===== src/rtl/nexys_starship_pkg.sv =====
// rtl/nexys_starship_pkg.sv - shared state encodings, LFSR mask and parameter defaults
// Purpose: common definitions for the starship monster controllers (top/bottom/left/right).
// Contents: parameter defaults, 16-bit Galois LFSR mask and seed, one-hot controller state type.
package nexys_starship_pkg;

   localparam int          SPAWN_MIN_DEFAULT    = 8;
   localparam int          ATTACK_TICKS_DEFAULT = 40;
   localparam int          RAND_EN_DEFAULT      = 1;
   localparam logic [15:0] LFSR_SEED_DEFAULT    = 16'hACE1;
   localparam logic [15:0] LFSR_MASK            = 16'hB400;

   // One-hot encoding: each state bit doubles as its q_TMC_* status flag.
   typedef enum logic [3:0] {
      TMC_IDLE   = 4'b0001,
      TMC_WAIT   = 4'b0010,
      TMC_ACTIVE = 4'b0100,
      TMC_BROKEN = 4'b1000
   } tmc_state_t;

endpackage


===== src/rtl/nexys_starship_tmc_if.sv =====
// rtl/nexys_starship_tmc_if.sv - game-side signal bundle of a monster controller
// Purpose: groups the game inputs and monster status outputs of one station.
// master: drives play_flag, tick, shoot_top; observes the status outputs.
// slave : the controller; drives top_monster_ctrl, top_broken, kill_pulse, top_timer.
interface nexys_starship_tmc_if;

   logic       play_flag;
   logic       tick;
   logic       shoot_top;
   logic       top_monster_ctrl;
   logic       top_broken;
   logic       kill_pulse;
   logic [7:0] top_timer;

   modport master (
      output play_flag, tick, shoot_top,
      input  top_monster_ctrl, top_broken, kill_pulse, top_timer
   );

   modport slave (
      input  play_flag, tick, shoot_top,
      output top_monster_ctrl, top_broken, kill_pulse, top_timer
   );

endinterface


===== src/rtl/nexys_starship_lfsr16.sv =====
// rtl/nexys_starship_lfsr16.sv - free-running 16-bit Galois LFSR
// Purpose: pseudo-random source shared by all monster controllers.
// Ports: Clk (in), Reset (in, async active-high), rnd (out, OUT_W low bits of the LFSR).
module nexys_starship_lfsr16
   import nexys_starship_pkg::*;
#(
   parameter logic [15:0] SEED  = LFSR_SEED_DEFAULT,
   parameter logic [15:0] MASK  = LFSR_MASK,
   parameter int          OUT_W = 4
) (
   input  logic             Clk,
   input  logic             Reset,
   output logic [OUT_W-1:0] rnd
);

   logic [15:0] lfsr_q;

   // Galois form: shift right, fold the mask in when the bit shifted out is 1.
   always_ff @(posedge Clk or posedge Reset) begin
      if (Reset) begin
         lfsr_q <= SEED;
      end else if (lfsr_q[0]) begin
         lfsr_q <= (lfsr_q >> 1) ^ MASK;
      end else begin
         lfsr_q <= lfsr_q >> 1;
      end
   end

   assign rnd = lfsr_q[OUT_W-1:0];

endmodule


===== src/rtl/nexys_starship_tmc.sv =====
// rtl/nexys_starship_tmc.sv - top-station monster controller (spawn, attack, kill, hull breach)
// Purpose: spawns a monster after a (randomised) delay, lets it attack for ATTACK_TICKS
//          ticks, and either reports a kill on shoot_top or latches a hull breach.
// Ports: Clk (in), Reset (in, async active-high), bus (slave modport: play_flag, tick,
//        shoot_top in; top_monster_ctrl, top_broken, kill_pulse, top_timer out),
//        q_TMC_Idle/Wait/Active/Broken (out, one-hot state flags).
module nexys_starship_tmc
   import nexys_starship_pkg::*;
#(
   parameter int          SPAWN_MIN    = SPAWN_MIN_DEFAULT,
   parameter int          ATTACK_TICKS = ATTACK_TICKS_DEFAULT,
   parameter int          RAND_EN      = RAND_EN_DEFAULT,
   parameter logic [15:0] LFSR_SEED    = LFSR_SEED_DEFAULT
) (
   input  logic                        Clk,
   input  logic                        Reset,
   nexys_starship_tmc_if.slave         bus,
   output logic                        q_TMC_Idle,
   output logic                        q_TMC_Wait,
   output logic                        q_TMC_Active,
   output logic                        q_TMC_Broken
);

   tmc_state_t state;
   logic [7:0] timer;
   logic       monster_ctrl;
   logic       broken;
   logic       kill;
   logic [3:0] rnd;
   logic [7:0] spawn_delay;

   nexys_starship_lfsr16 #(
      .SEED  (LFSR_SEED),
      .MASK  (LFSR_MASK),
      .OUT_W (4)
   ) u_lfsr (
      .Clk   (Clk),
      .Reset (Reset),
      .rnd   (rnd)
   );

   // Uses the LFSR value present in the cycle the load happens.
   assign spawn_delay = 8'(SPAWN_MIN) + ((RAND_EN != 0) ? {4'd0, rnd} : 8'd0);

   always_ff @(posedge Clk or posedge Reset) begin
      if (Reset) begin
         state        <= TMC_IDLE;
         timer        <= 8'd0;
         monster_ctrl <= 1'b0;
         broken       <= 1'b0;
         kill         <= 1'b0;
      end else begin
         kill <= 1'b0;
         // Leaving the game beats every other event, including a same-cycle shot.
         if (!bus.play_flag) begin
            state        <= TMC_IDLE;
            timer        <= 8'd0;
            monster_ctrl <= 1'b0;
            broken       <= 1'b0;
         end else begin
            case (state)
               TMC_IDLE: begin
                  state <= TMC_WAIT;
                  timer <= spawn_delay;
               end
               TMC_WAIT: begin
                  if (bus.tick) begin
                     if (timer <= 8'd1) begin
                        state        <= TMC_ACTIVE;
                        timer        <= 8'(ATTACK_TICKS);
                        monster_ctrl <= 1'b1;
                     end else begin
                        timer <= timer - 8'd1;
                     end
                  end
               end
               TMC_ACTIVE: begin
                  // A shot in the same cycle as the final tick still counts as a kill.
                  if (bus.shoot_top) begin
                     kill         <= 1'b1;
                     monster_ctrl <= 1'b0;
                     state        <= TMC_WAIT;
                     timer        <= spawn_delay;
                  end else if (bus.tick) begin
                     if (timer <= 8'd1) begin
                        state        <= TMC_BROKEN;
                        broken       <= 1'b1;
                        monster_ctrl <= 1'b1;
                        timer        <= 8'd0;
                     end else begin
                        timer <= timer - 8'd1;
                     end
                  end
               end
               TMC_BROKEN: begin
                  broken       <= 1'b1;
                  monster_ctrl <= 1'b1;
                  timer        <= 8'd0;
               end
               default: begin
                  state        <= TMC_IDLE;
                  timer        <= 8'd0;
                  monster_ctrl <= 1'b0;
                  broken       <= 1'b0;
               end
            endcase
         end
      end
   end

   assign bus.top_monster_ctrl = monster_ctrl;
   assign bus.top_broken       = broken;
   assign bus.kill_pulse       = kill;
   assign bus.top_timer        = timer;

   assign q_TMC_Idle   = state[0];
   assign q_TMC_Wait   = state[1];
   assign q_TMC_Active = state[2];
   assign q_TMC_Broken = state[3];

endmodule


===== src/flat_wrapper.sv =====
// flat-port wrapper written by rule: the top's interface ports become plain ports
module nexys_starship_tmc_flat import nexys_starship_pkg::*;
#(
   parameter int          SPAWN_MIN    = SPAWN_MIN_DEFAULT,
   parameter int          ATTACK_TICKS = ATTACK_TICKS_DEFAULT,
   parameter int          RAND_EN      = RAND_EN_DEFAULT,
   parameter logic [15:0] LFSR_SEED    = LFSR_SEED_DEFAULT
)
  (Clk, Reset, q_TMC_Idle, q_TMC_Wait, q_TMC_Active, q_TMC_Broken, bus_play_flag, bus_tick, bus_shoot_top, bus_top_monster_ctrl, bus_top_broken, bus_kill_pulse, bus_top_timer);
  nexys_starship_tmc_if bus_i ();
  input  logic Clk;
  input  logic Reset;
  output logic q_TMC_Idle;
  output logic q_TMC_Wait;
  output logic q_TMC_Active;
  output logic q_TMC_Broken;
  input wire logic [$bits(bus_i.play_flag)-1:0] bus_play_flag;
  input wire logic [$bits(bus_i.tick)-1:0] bus_tick;
  input wire logic [$bits(bus_i.shoot_top)-1:0] bus_shoot_top;
  output wire logic [$bits(bus_i.top_monster_ctrl)-1:0] bus_top_monster_ctrl;
  output wire logic [$bits(bus_i.top_broken)-1:0] bus_top_broken;
  output wire logic [$bits(bus_i.kill_pulse)-1:0] bus_kill_pulse;
  output wire logic [$bits(bus_i.top_timer)-1:0] bus_top_timer;
  assign bus_i.play_flag = bus_play_flag;
  assign bus_i.tick = bus_tick;
  assign bus_i.shoot_top = bus_shoot_top;
  assign bus_top_monster_ctrl = bus_i.top_monster_ctrl;
  assign bus_top_broken = bus_i.top_broken;
  assign bus_kill_pulse = bus_i.kill_pulse;
  assign bus_top_timer = bus_i.top_timer;
  nexys_starship_tmc #(.SPAWN_MIN(SPAWN_MIN), .ATTACK_TICKS(ATTACK_TICKS), .RAND_EN(RAND_EN), .LFSR_SEED(LFSR_SEED)) u_core (.Clk(Clk), .Reset(Reset), .bus(bus_i), .q_TMC_Idle(q_TMC_Idle), .q_TMC_Wait(q_TMC_Wait), .q_TMC_Active(q_TMC_Active), .q_TMC_Broken(q_TMC_Broken));
endmodule

===== config.mk =====
export PLATFORM = sky130hd
export DESIGN_NAME = nexys_starship_tmc_flat
export DESIGN_NICKNAME = d
export VERILOG_FILES = /design/src/rtl/nexys_starship_pkg.sv /design/src/rtl/nexys_starship_tmc_if.sv /design/src/rtl/nexys_starship_lfsr16.sv /design/src/rtl/nexys_starship_tmc.sv /design/src/flat_wrapper.sv
export SDC_FILE = /design/constraint.sdc
export NUM_CORES = 1
export LEC_CHECK = 0
export ABC_CLOCK_PERIOD_IN_PS = 4300
export BUFFER_PORTS_ARGS = -buffer_cell sky130_fd_sc_hd__buf_4
export CAP_MARGIN = 20
export CELL_PAD_IN_SITES_DETAIL_PLACEMENT = 1
export CELL_PAD_IN_SITES_GLOBAL_PLACEMENT = 1
export CORE_AREA = 2 2 51 76
export CTS_CLUSTER_SIZE = 14
export DETAILED_ROUTE_END_ITERATION = 8
export DIE_AREA = 0 0 53 78
export PLACE_DENSITY_LB_ADDON = 0.1
export SLEW_MARGIN = 15
export SYNTH_ARGS = -nofsm -noshare
export SYNTH_HDL_FRONTEND = slang
export SYNTH_SLANG_ARGS = --single-unit

===== constraint.sdc =====
create_clock -name Clk -period 4.3 [get_ports Clk]
set_input_delay 0.215 -clock Clk [delete_from_list [all_inputs] [get_ports Clk]]
set_output_delay 0.215 -clock Clk [all_outputs]
set_load 0.02 [all_outputs]

Word-level counts from Yosys, hierarchy flattened
Cells that the tools add are included.

cells by class
  $add $sub $neg = 2
  magnitude comparators = 1
  equality and inequality tests = 14
  multiplexer cells = 28
  bitwise gates (word level) = 1
  reduce and logical (&&, ||, !) cells = 4

operators by type and width
  kind                                                                              number
  8-bit two-way mux                                                                 6
  4-bit two-way mux                                                                 6
  8-bit one-hot mux with 3 select lines                                             1
  16-bit two-way mux                                                                1
  4-bit one-hot mux with 4 select lines                                             1
  1-bit two-way mux                                                                 11
  3-bit inequality test, second input constant                                      3
  8-bit by 1-bit less-or-equal comparator with 1-bit output, second input constant  1
  8-bit by 1-bit subtractor with 8-bit output, second input constant                1
  2-bit inequality test, second input constant                                      3
  3-bit by 2-bit inequality test with 1-bit output, second input constant           2
  4-bit by 4-bit adder with 5-bit output, first input constant                      1
  5-bit AND reduction                                                               1
  4-bit by 1-bit equality test with 1-bit output, second input constant             1
  4-bit by 2-bit equality test with 1-bit output, second input constant             1
  4-bit by 3-bit equality test with 1-bit output, second input constant             1
  4-bit equality test, second input constant                                        1
  4-bit by 3-bit inequality test with 1-bit output, second input constant           1
  4-bit inequality test, second input constant                                      1
  3-bit inverter with 4-bit output                                                  1
  1-bit one-hot mux with 4 select lines                                             1
  4-bit AND reduction                                                               1
  1-bit one-hot mux with 3 select lines                                             1
  2-bit AND reduction                                                               1
  2-bit OR reduction                                                                1

word-level totals
  bits in registers = 31
  input bits = 5

Longest topological paths before layout
Gate-level depths: netlist (run 1).

  word-level depth = 6
  mapped depth = 7

Hierarchy
Synthesis (run 1) repeated with hierarchy kept, for this count alone.

second synthesis, totals
  cell total of the unflattened synthesis = 136
  area total of the unflattened synthesis = 1,498.9 um2

modules (own cells, without submodules)
  module                 instances  cells each  area an instance (um2)  seq. area each (um2)
  nexys_starship_tmc     1          112         1,028.5                 376.6
  nexys_starship_lfsr16  1          24          470.5                   410.4

Least setup slack after synthesis (run 1)
Ideal clock, no wire load.

  path kind = reg-to-reg
  from = reg u_core.timer[0], in the netlist u_core.bus.top_timer[0]
  to = reg u_core.timer[0], in the netlist u_core.bus.top_timer[0]
  library setup time = 90 ps
  arrival time = 1,801 ps
  data required time = 4,210 ps
  slack = 2,408 ps
  stages on the path, launching flop included = 8
  path buffers = 1
  period minus slack after synthesis = 1,892 ps
  path through = dfrtp_1 > inv_1 > ha_1 > or2_2 > clkbuf_1 > a31oi_1 > nand3_1 > o221ai_1

between the ends
  cells in the longest elaborated chain, start to end = 6

ends and longest elaborated chain
  item                                                                                                                      RTL line                  source
  from (decl)                                                                                                               nexys_starship_tmc.sv:25  logic [7:0] timer;
  from (signal assigned)                                                                                                    nexys_starship_tmc.sv:64  timer <= spawn_delay;
  from (signal assigned)                                                                                                    nexys_starship_tmc.sv:70  timer <= 8'(ATTACK_TICKS);
  from (signal assigned)                                                                                                    nexys_starship_tmc.sv:73  timer <= timer - 8'd1;
  8-bit by 1-bit subtractor with 8-bit output or 8-bit by 1-bit less-or-equal comparator with 1-bit output (tied branches)  n/a
  8-bit two-way mux                                                                                                         nexys_starship_tmc.sv:85  if (timer <= 8'd1) begin
  8-bit two-way mux                                                                                                         nexys_starship_tmc.sv:84  end else if (bus.tick) begin
  8-bit two-way mux                                                                                                         nexys_starship_tmc.sv:79  if (bus.shoot_top) begin
  8-bit one-hot mux with 3 select lines (*)                                                                                 nexys_starship_tmc.sv:61  case (state)
  8-bit two-way mux (*)                                                                                                     nexys_starship_tmc.sv:55  if (!bus.play_flag) begin

Every way passes the cells marked *; elsewhere a longest branch is shown, timed or not. The select of a mux whose other input is x is not followed.
A chain may end at the register's enable or synchronous reset.

Worst setup path in the final report (run 1)
  from = reg u_core.state[0]
  to = reg u_core.timer[0], in the netlist u_core.bus.top_timer[0]

between the ends
  cells in the longest elaborated chain, start to end = 3

ends and longest elaborated chain
  item                                                                          RTL line                  source
  from (decl)                                                                   nexys_starship_tmc.sv:24  tmc_state_t state;
  from (signal assigned)                                                        nexys_starship_tmc.sv:47  state <= TMC_IDLE;
  from (signal assigned)                                                        nexys_starship_tmc.sv:56  state <= TMC_IDLE;
  from (signal assigned)                                                        nexys_starship_tmc.sv:63  state <= TMC_WAIT;
  4-bit by 3-bit equality test with 1-bit output, or another cell as far along  nexys_starship_tmc.sv:61
  8-bit one-hot mux with 3 select lines, or another cell as far along           nexys_starship_tmc.sv:61
  8-bit two-way mux or 2-bit AND reduction (tied branches)                      n/a

Several ways; a longest one is shown, not always the timed one.

==> results of run 1 <==
==> Yosys cell counts (all sizes together) (2+ instances only) <==
| cell type | instances |
|---|---|
| and2b | 2 |
| or3 | 2 |
| clkbuf | 7 |
| o221ai | 3 |
| or3b | 2 |
| nor4b | 2 |
| o32ai | 3 |
| a31oi | 5 |
| nand3 | 4 |
| nand2b | 3 |
| nand4 | 3 |
| o211ai | 2 |
| a22oi | 2 |
| nor3 | 6 |
| buf | 2 |
| o21a | 4 |
| dfrtp | 22 |
| nor4 | 2 |
| dfstp | 9 |
| a21oi | 5 |
| nor2 | 5 |
| ha | 2 |
| xor2 | 4 |
| nand2 | 7 |
| nor2b | 2 |
| a32oi | 2 |
| inv | 12 |
==> kinds of logic after synthesis <==
logic type / Yosys count / share of synthesized area (%)
AND/OR/NAND/NOR: 47 / 18.8
AO/OA/AOI/OAI: 38 / 19.0
flip-flops: 31 / 49.5
buffers and inverters: 21 / 8.41
XOR/XNOR: 5 / 2.75
adder cells (fa/ha/maj): 2 / 1.57
==> final timing paths <==
check,end,depth (start not counted)
setup / recovery,u_core.bus.top_timer[0],4
hold / removal,u_core.state[2],3
setup reg to reg,u_core.bus.top_timer[0],4
hold reg to reg,u_core.u_lfsr.lfsr_q[3],0
max in group asynchronous,u_core.u_lfsr.lfsr_q[5],3
min in group Clk,u_core.state[0],2
==> critical path: cells and delay by family (launching register included) <==
family           cells  cell delay (ns)
flip-flops           1             0.64
AND/OR/NAND/NOR      2             0.68
AO/OA/AOI/OAI        2             0.71
==> stage by stage <==
stage                     total power, uW  area, sq um  util (%)
after floorplan                       473         1590         -
after global placement                516         1710      49.9
after detailed placement              522         1710      49.9
after CTS                             754         1790      52.5
after global routing                  783         1790      52.5
final                                 746         1790      52.5
==> area by class of cell <==
cell class	instances	area (sq um)	share of cell area [%]
clock inverters	3	20.0	1.12
clock buffers	5	68.8	3.84
well taps	42	52.6	2.93
inverters	12	45.0	2.51
repair buffers	20	150	8.37
multi-input cells	92	671	37.4
flip-flops and latches	31	787	43.9
==> state kept, by name, summed over array words and instances, names as in the netlist <==
| signal | flops |
|---|---|
| u_core.bus.kill_pulse | 1 |
| u_core.u_lfsr.lfsr_q | 16 |
| u_core.bus.top_broken | 1 |
| u_core.bus.top_timer | 8 |
| u_core.bus.top_monster_ctrl | 1 |
| u_core.state | 4 |
==> power by group through the flow <==
stage          clock network [uW]  registers [uW]  logic, uW
2_1_floorplan                   0             337        136
3_3_place_gp                    0             334        182
3_5_place_dp                    0             335        187
4_1_cts                       235             330        188
5_1_grt                       243             333        207
6_report                      228             331        187
==> layout by cell type, fill, tap and decap left out, types with 3 or more instances in the layout <==
cell | synthesis | layout
sky130_fd_sc_hd__dfrtp_1 | 22 | 22
sky130_fd_sc_hd__o221ai_1 | 3 | 3
sky130_fd_sc_hd__a21oi_1 | 5 | 5
sky130_fd_sc_hd__buf_4 | 1 | 20
sky130_fd_sc_hd__nor2_1 | 5 | 5
sky130_fd_sc_hd__clkbuf_8 | 5 | 5
sky130_fd_sc_hd__inv_1 | 12 | 12
sky130_fd_sc_hd__nand2_1 | 7 | 7
sky130_fd_sc_hd__xor2_1 | 4 | 4
sky130_fd_sc_hd__nor3_1 | 5 | 5
sky130_fd_sc_hd__nand2b_1 | 3 | 3
sky130_fd_sc_hd__nand3_1 | 4 | 4
sky130_fd_sc_hd__dfstp_2 | 9 | 9
sky130_fd_sc_hd__a31oi_1 | 5 | 5
sky130_fd_sc_hd__o21a_1 | 4 | 4
==> per-layer routing <==
| layer | up-vias | track usage, % |
|---|---|---|
| li1 | 565 | - |
| met1 | 628 | 25.8 |
| met2 | 23 | 38.4 |
| met3 | 10 | 4.62 |
| met4 | 0 | 11.3 |
| met5 | - | 0 |
==> summary.log, run 1 <==
INFO  timing         final_cycle_share=49.7%
INFO  route          top_layer_used=met4
INFO  timing         timing.final.hold_violations=11
INFO  die            placementRows=26
INFO  final_layout   areaGrowthSynthToFinish=12.7%
INFO  worst_setup_path critical_path.cell_chain=or3b_4 > o32ai_4 > nand3_1 > o221ai_1
INFO  final_layout   drive_gt1_share=27.6%
INFO  cts            clk_pin_slew_worst_paths=0.07ns
INFO  route          drcViolationCount=0
INFO  yosys          yosysSeqAreaShare=49.4%
INFO  worst_setup_path worstSetupPathType=register to register
INFO  cts            cts-htree-levels=2
INFO  pwr            power.clock.fraction=30.6%
INFO  placed_design  dpl_worst_slack=2.22ns
INFO  pwr            vdd_ir_drop_max=0.288mV
INFO  pwr            power.combinational.fraction=25.0%
INFO  timing         rsz_0062_raised_after_global_routing=false
INFO  yosys          synth-main-ff-cell=sky130_fd_sc_hd__dfrtp_1
INFO  global_routing maximum_number_of_pins_on_one_net_before_global_route_repair=32
INFO  cts            ctsResizeCount=0
INFO  yosys          ys_ff_latch=31
INFO  outcome        outcome=complete, but fails checks
INFO  worst_setup_path critical_path.endpoint_type=register
INFO  placed_design  dp_hpwl=2810microns
INFO  cts            cts.sinks=31
INFO  cts            clock_tree.root_cell=sky130_fd_sc_hd__clkbuf_8
INFO  pwr            power.internal=494uW
INFO  pwr            switchingPower=252uW
INFO  yosys          synth.avg_cell_area=11.1squm
INFO  yosys          netlist_area=1590squm
INFO  global_routing via_count_of_the_first_global_routing_pass=1,350
INFO  timing         finalMaxSlewViolations=0
INFO  die            start_util=46.6%
INFO  yosys          synth.top_cell.area_share=34.6%
INFO  timing         worst_clock_skew=0.0100ns
INFO  worst_setup_path maximum_net_fanout_on_the_critical_path=12
INFO  pwr            swShare=33.8%
INFO  placed_design  placed_cells_incl_taps=197
INFO  flow_run       drv_cap=0
INFO  pwr            cellPowerDensity=416nW/um^2
INFO  cts            cts_hold_repair.buffers=0
INFO  route          first_iter_violations=42
INFO  route          route.met2.wl=2180microns
INFO  global_routing grt_usage=22.6%
INFO  pwr            leakagePower=0.000809uW
INFO  timing         max_slew_margin=56.7%
INFO  global_routing grt_first_pass_wirelength=6700microns
INFO  worst_setup_path ff2ff_setup_slack=2.16ns
INFO  outcome        failing_checks=negative hold slack
INFO  yosys          number_of_distinct_library_cells_after_synthesis=54
INFO  worst_hold_path min_path_type=input pin to async pin
INFO  yosys          netlist.top_cell.by_area=sky130_fd_sc_hd__dfrtp_1
INFO  route          drt-wirelength-per-cell=19.2microns
INFO  timing         postLayoutSetupSlackWorst=2.16ns
INFO  timing         final_report_setup_violation_count=0
INFO  placed_design  gp_routability_congestion=0.818
INFO  cts            cts_tree=done
INFO  worst_setup_path r2r-start=u_core.state[0]
INFO  timing         fin_worst_hold_slack=-0.00421ns
INFO  route          postRouteWirelength=3930microns
INFO  worst_setup_path crit_arrival=2.32ns
INFO  global_routing globalRoute.totalOverflow=0
INFO  timing         clock_period_minus_worst_slack=2.14ns
INFO  final_layout   fillerInstances=407
INFO  cts            cts_made_buffers=5
INFO  route          drt-met1-wl=1540microns
INFO  timing         setup_total_negative_slack=0ns
INFO  cts            cts_buffer_depth=2
INFO  route          via_cell_ratio=5.98
INFO  die            chipHeight=78microns
INFO  timing         max_slew.worst_pin.slew=0.646ns
INFO  worst_setup_path cp-startpoint=u_core.state[0]
INFO  die            io_pins=20
INFO  cts            clk_latency=0.29ns
INFO  yosys          synth_enable_flop_cells=0
INFO  placed_design  buffer_ports.inserted=19
INFO  worst_setup_path required=4.48ns
INFO  route          dr_total_vias=1,226
INFO  yosys          async_flop_share=100%
INFO  worst_setup_path slowest_stage=sky130_fd_sc_hd__dfstp_2
INFO  die            die_width=53microns
INFO  final_layout   final_net_count=169
INFO  route          ant_nets=0
INFO  die            core_area=3420squm
INFO  yosys          yosys_warnings=0
INFO  final_layout   number_of_diodes=0
INFO  die            area_enclosed_by_the_die_boundary=4130squm
INFO  global_routing grt_antenna_before_repair=0
INFO  yosys          synth.area.top_cells=sky130_fd_sc_hd__dfrtp_1 (35%), sky130_fd_sc_hd__dfstp_2 (15%), sky130_fd_sc_hd__clkbuf_8 (4.3%), sky130_fd_sc_hd__inv_1 (2.8%), sky130_fd_sc_hd__xor2_1 (2.2%)
INFO  timing         timing.fmax=0.468GHz
INFO  yosys          netlist_instances=144
INFO  route          dr.pass1.iters=4
INFO  pwr            p_seq_share=44.4%
INFO  worst_setup_path slowest_delay=0.64ns
INFO  final_layout   final_instance_count_excl_fillers=205
INFO  yosys          mappedNetlistNets=151
INFO  cts            post-cts-setup-buffers=0
INFO  worst_setup_path kind_of_start_point_of_the_critical_path=register
INFO  route          met3_length=112microns
(Power assumes the default switching activity.)
==> run 2: changes to the inputs <==
- ABC_CLOCK_PERIOD_IN_PS: 4300 -> 2100
- CORE_AREA: 2 2 51 76 -> 2 2 52 78
- DIE_AREA: 0 0 53 78 -> 0 0 54 80
- clock period: 4.3 -> 2.1 ns (I/O delays scaled with it)
==> summary.log, run 2 (synthesis results as in run 1) <==
INFO  outcome        outcome=completed
INFO  pwr            power.clock.fraction=29.6%
INFO  pwr            p_seq_share=42.9%
INFO  die            io_pins=20
INFO  worst_setup_path kind_of_start_point_of_the_critical_path=register
INFO  worst_setup_path maximum_net_fanout_on_the_critical_path=8
INFO  route          postRouteWirelength=3780microns
INFO  worst_setup_path crit_arrival=2.26ns
INFO  worst_hold_path min_delay_path_depth=3
INFO  final_layout   largest_register_ff_count=16
INFO  die            area_enclosed_by_the_die_boundary=4320squm
INFO  placed_design  gp_routability_congestion=0.838
INFO  placed_design  dp_hpwl=2600microns
INFO  cts            cts_tree=done
INFO  cts            clk_latency=0.29ns
INFO  final_layout   areaGrowthSynthToFinish=17.5%
INFO  flow_run       drv_cap=0
INFO  pwr            power.internal=1050uW
INFO  cts            cts.sinks=31
INFO  worst_setup_path slowest_delay=0.60ns
INFO  route          drcViolationCount=0
INFO  timing         timing.final.hold_violations=0
INFO  placed_design  placed_cells_incl_taps=200
INFO  timing         finalMaxSlewViolations=0
INFO  global_routing maximum_number_of_pins_on_one_net_before_global_route_repair=32
INFO  timing         max_slew.worst_pin.slew=0.468ns
INFO  worst_setup_path critical_path_buffers_and_inverters=1
INFO  worst_setup_path ff2ff_setup_slack=0.06ns
INFO  global_routing grt_usage=20.5%
INFO  worst_setup_path cp_top_family=compound AO/OA/AOI/OAI gates
INFO  worst_setup_path critical_path.cell_chain=or3b_4 > o32ai_4 > buf_4 > nand4b_1 > a31oi_1
INFO  cts            clock_tree.root_cell=sky130_fd_sc_hd__clkbuf_8
INFO  worst_hold_path hold_path_end=u_core.bus.kill_pulse
INFO  final_layout   final_net_count=177
INFO  route          dr_total_vias=1,233
INFO  worst_setup_path crit-reg2reg-capture=u_core.bus.top_timer[7]
INFO  worst_hold_path min_path_type=input pin to register
INFO  placed_design  post_dp_cell_area=1720squm
INFO  global_routing grt_first_pass_wirelength=6310microns
INFO  die            chipHeight=80microns
INFO  worst_setup_path ff2ff_path_depth=5
INFO  cts            clk_pin_slew_worst_paths=0.07ns
INFO  die            core_area=3650squm
INFO  worst_setup_path required=2.32ns
INFO  worst_setup_path slowest_stage=sky130_fd_sc_hd__dfstp_2
INFO  cts            cts_made_buffers=5
INFO  pwr            cellPowerDensity=840nW/um^2
INFO  worst_hold_path holdCritStartpoint=bus_shoot_top
INFO  timing         worst_clock_skew=0.00900ns
INFO  pwr            vdd_ir_drop_max=0.477mV
INFO  final_layout   design_area=1870squm
INFO  worst_setup_path critical_path.endpoint_type=register
INFO  route          first_iter_violations=28
INFO  die            placementRows=27
INFO  cts            cts-htree-levels=2
INFO  final_layout   final_instance_count_excl_fillers=214
INFO  final_layout   drive_gt1_share=32.2%
INFO  timing         final_report_setup_violation_count=0
INFO  timing         timing.fmax=0.489GHz
INFO  die            start_util=43.6%
INFO  pwr            leakagePower=0.000845uW
INFO  die            die_width=54microns
INFO  final_layout   most-common-layout-cells=sky130_fd_sc_hd__buf_4 (27), sky130_fd_sc_hd__dfrtp_1 (21), sky130_fd_sc_hd__inv_1 (12)
INFO  global_routing grt_antenna_before_repair=0
INFO  cts            cts_buffer_depth=2
INFO  pwr            switchingPower=523uW
INFO  worst_setup_path worstSetupPathType=register to register
INFO  global_routing via_count_of_the_first_global_routing_pass=1,267
INFO  final_layout   layout_commonest_cell=sky130_fd_sc_hd__buf_4
INFO  worst_setup_path r2r-start=u_core.state[0]
INFO  final_layout   number_of_diodes=0
INFO  pwr            swShare=33.3%
INFO  timing         clock_period_minus_worst_slack=2.04ns
INFO  route          dr.pass1.iters=4
INFO  final_layout   largest-register=u_core.u_lfsr.lfsr_q
INFO  pwr            power.combinational.fraction=27.5%
INFO  route          ant_nets=0
INFO  placed_design  buffer_ports.inserted=19
INFO  route          via_cell_ratio=5.76
INFO  timing         final_cycle_share=97.3%
INFO  route          drt-wirelength-per-cell=17.7microns
INFO  global_routing globalRoute.totalOverflow=0
INFO  timing         max_slew_margin=68.5%
-- run 2: cell types whose count changed in the layout (fill, tap and decap cells not counted), sizes merged --
cell | previous run | this run
buf | 20 | 27
dlygate4sd3 | 0 | 1
-- run 2: worst max path at each step --
stage | start | end | slack, ns | cells after the start
2_1_floorplan | u_core.bus.top_timer[0] | u_core.bus.top_timer[1] | 0.21 | 7
3_3_place_gp | u_core.bus.top_timer[0] | u_core.bus.top_timer[1] | 0.15 | 6
3_5_place_dp | u_core.state[0] | u_core.bus.top_timer[0] | 0.04 | 4
4_1_cts | u_core.state[0] | u_core.bus.top_timer[0] | 0.03 | 4
5_1_grt | u_core.state[0] | u_core.bus.top_timer[4] | -0.04 | 5
6_report | u_core.state[0] | u_core.bus.top_timer[7] | 0.06 | 5
-- run 2: layout make-up --
type	count	area, sq um
clock buffers	5	68.8
clock inverters	3	20.0
fillers	406	1780
inverters	12	45.0
multi-input cells	92	682
flip-flops and latches	31	788
well taps	43	53.8
repair buffers	28	213
-- run 2: tightest hold or removal path: stages --
cell and delay [ns]:
sky130_fd_sc_hd__buf_4 0.13, sky130_fd_sc_hd__nand2_1 0.06, sky130_fd_sc_hd__nor3_1 0.05
-- run 2: power by group through the flow --
stage	combinational, uW	sequential (uW)	clock, uW
floorplan	278	691	0
global placement	381	685	0
detailed placement	386	688	0
CTS	390	677	482
global route	473	679	505
finish	432	674	465
-- run 2: through the flow --
| step | hold WS, ns | setup TNS [ns] | setup slack [ns] | power, uW | utilization, % |
|---|---|---|---|---|---|
| finish | 0.0880 | 0 | 0.0561 | 1570 | 51.3 |
| global route | 0.102 | -0.0826 | -0.0387 | 1660 | 51.3 |
| CTS | 0.0854 | 0 | 0.0300 | 1550 | 49.9 |
| detailed placement | 0.214 | 0 | 0.0414 | 1070 | 47.2 |
| global placement | 0.207 | 0 | 0.149 | 1070 | 47.2 |
| floorplan | 0.202 | 0 | 0.208 | 968 | - |
-- run 2: timing repair --
item	4_1_cts	5_1_grt
endpoints found under the hold margin	22	0
setup endpoints to repair	0	6
setup buffers	0	5
hold buffers	1	0
gates resized for setup	0	3
-- run 2: per-layer routing --
| layer | wire, microns | up-vias | track usage [%] |
|---|---|---|---|
| li1 | - | 588 | - |
| met1 | 1710 | 621 | 27.0 |
| met2 | 1920 | 17 | 31.2 |
| met3 | 91 | 7 | 5.24 |
| met4 | 70 | 0 | 8.75 |
| met5 | 0 | - | 0 |
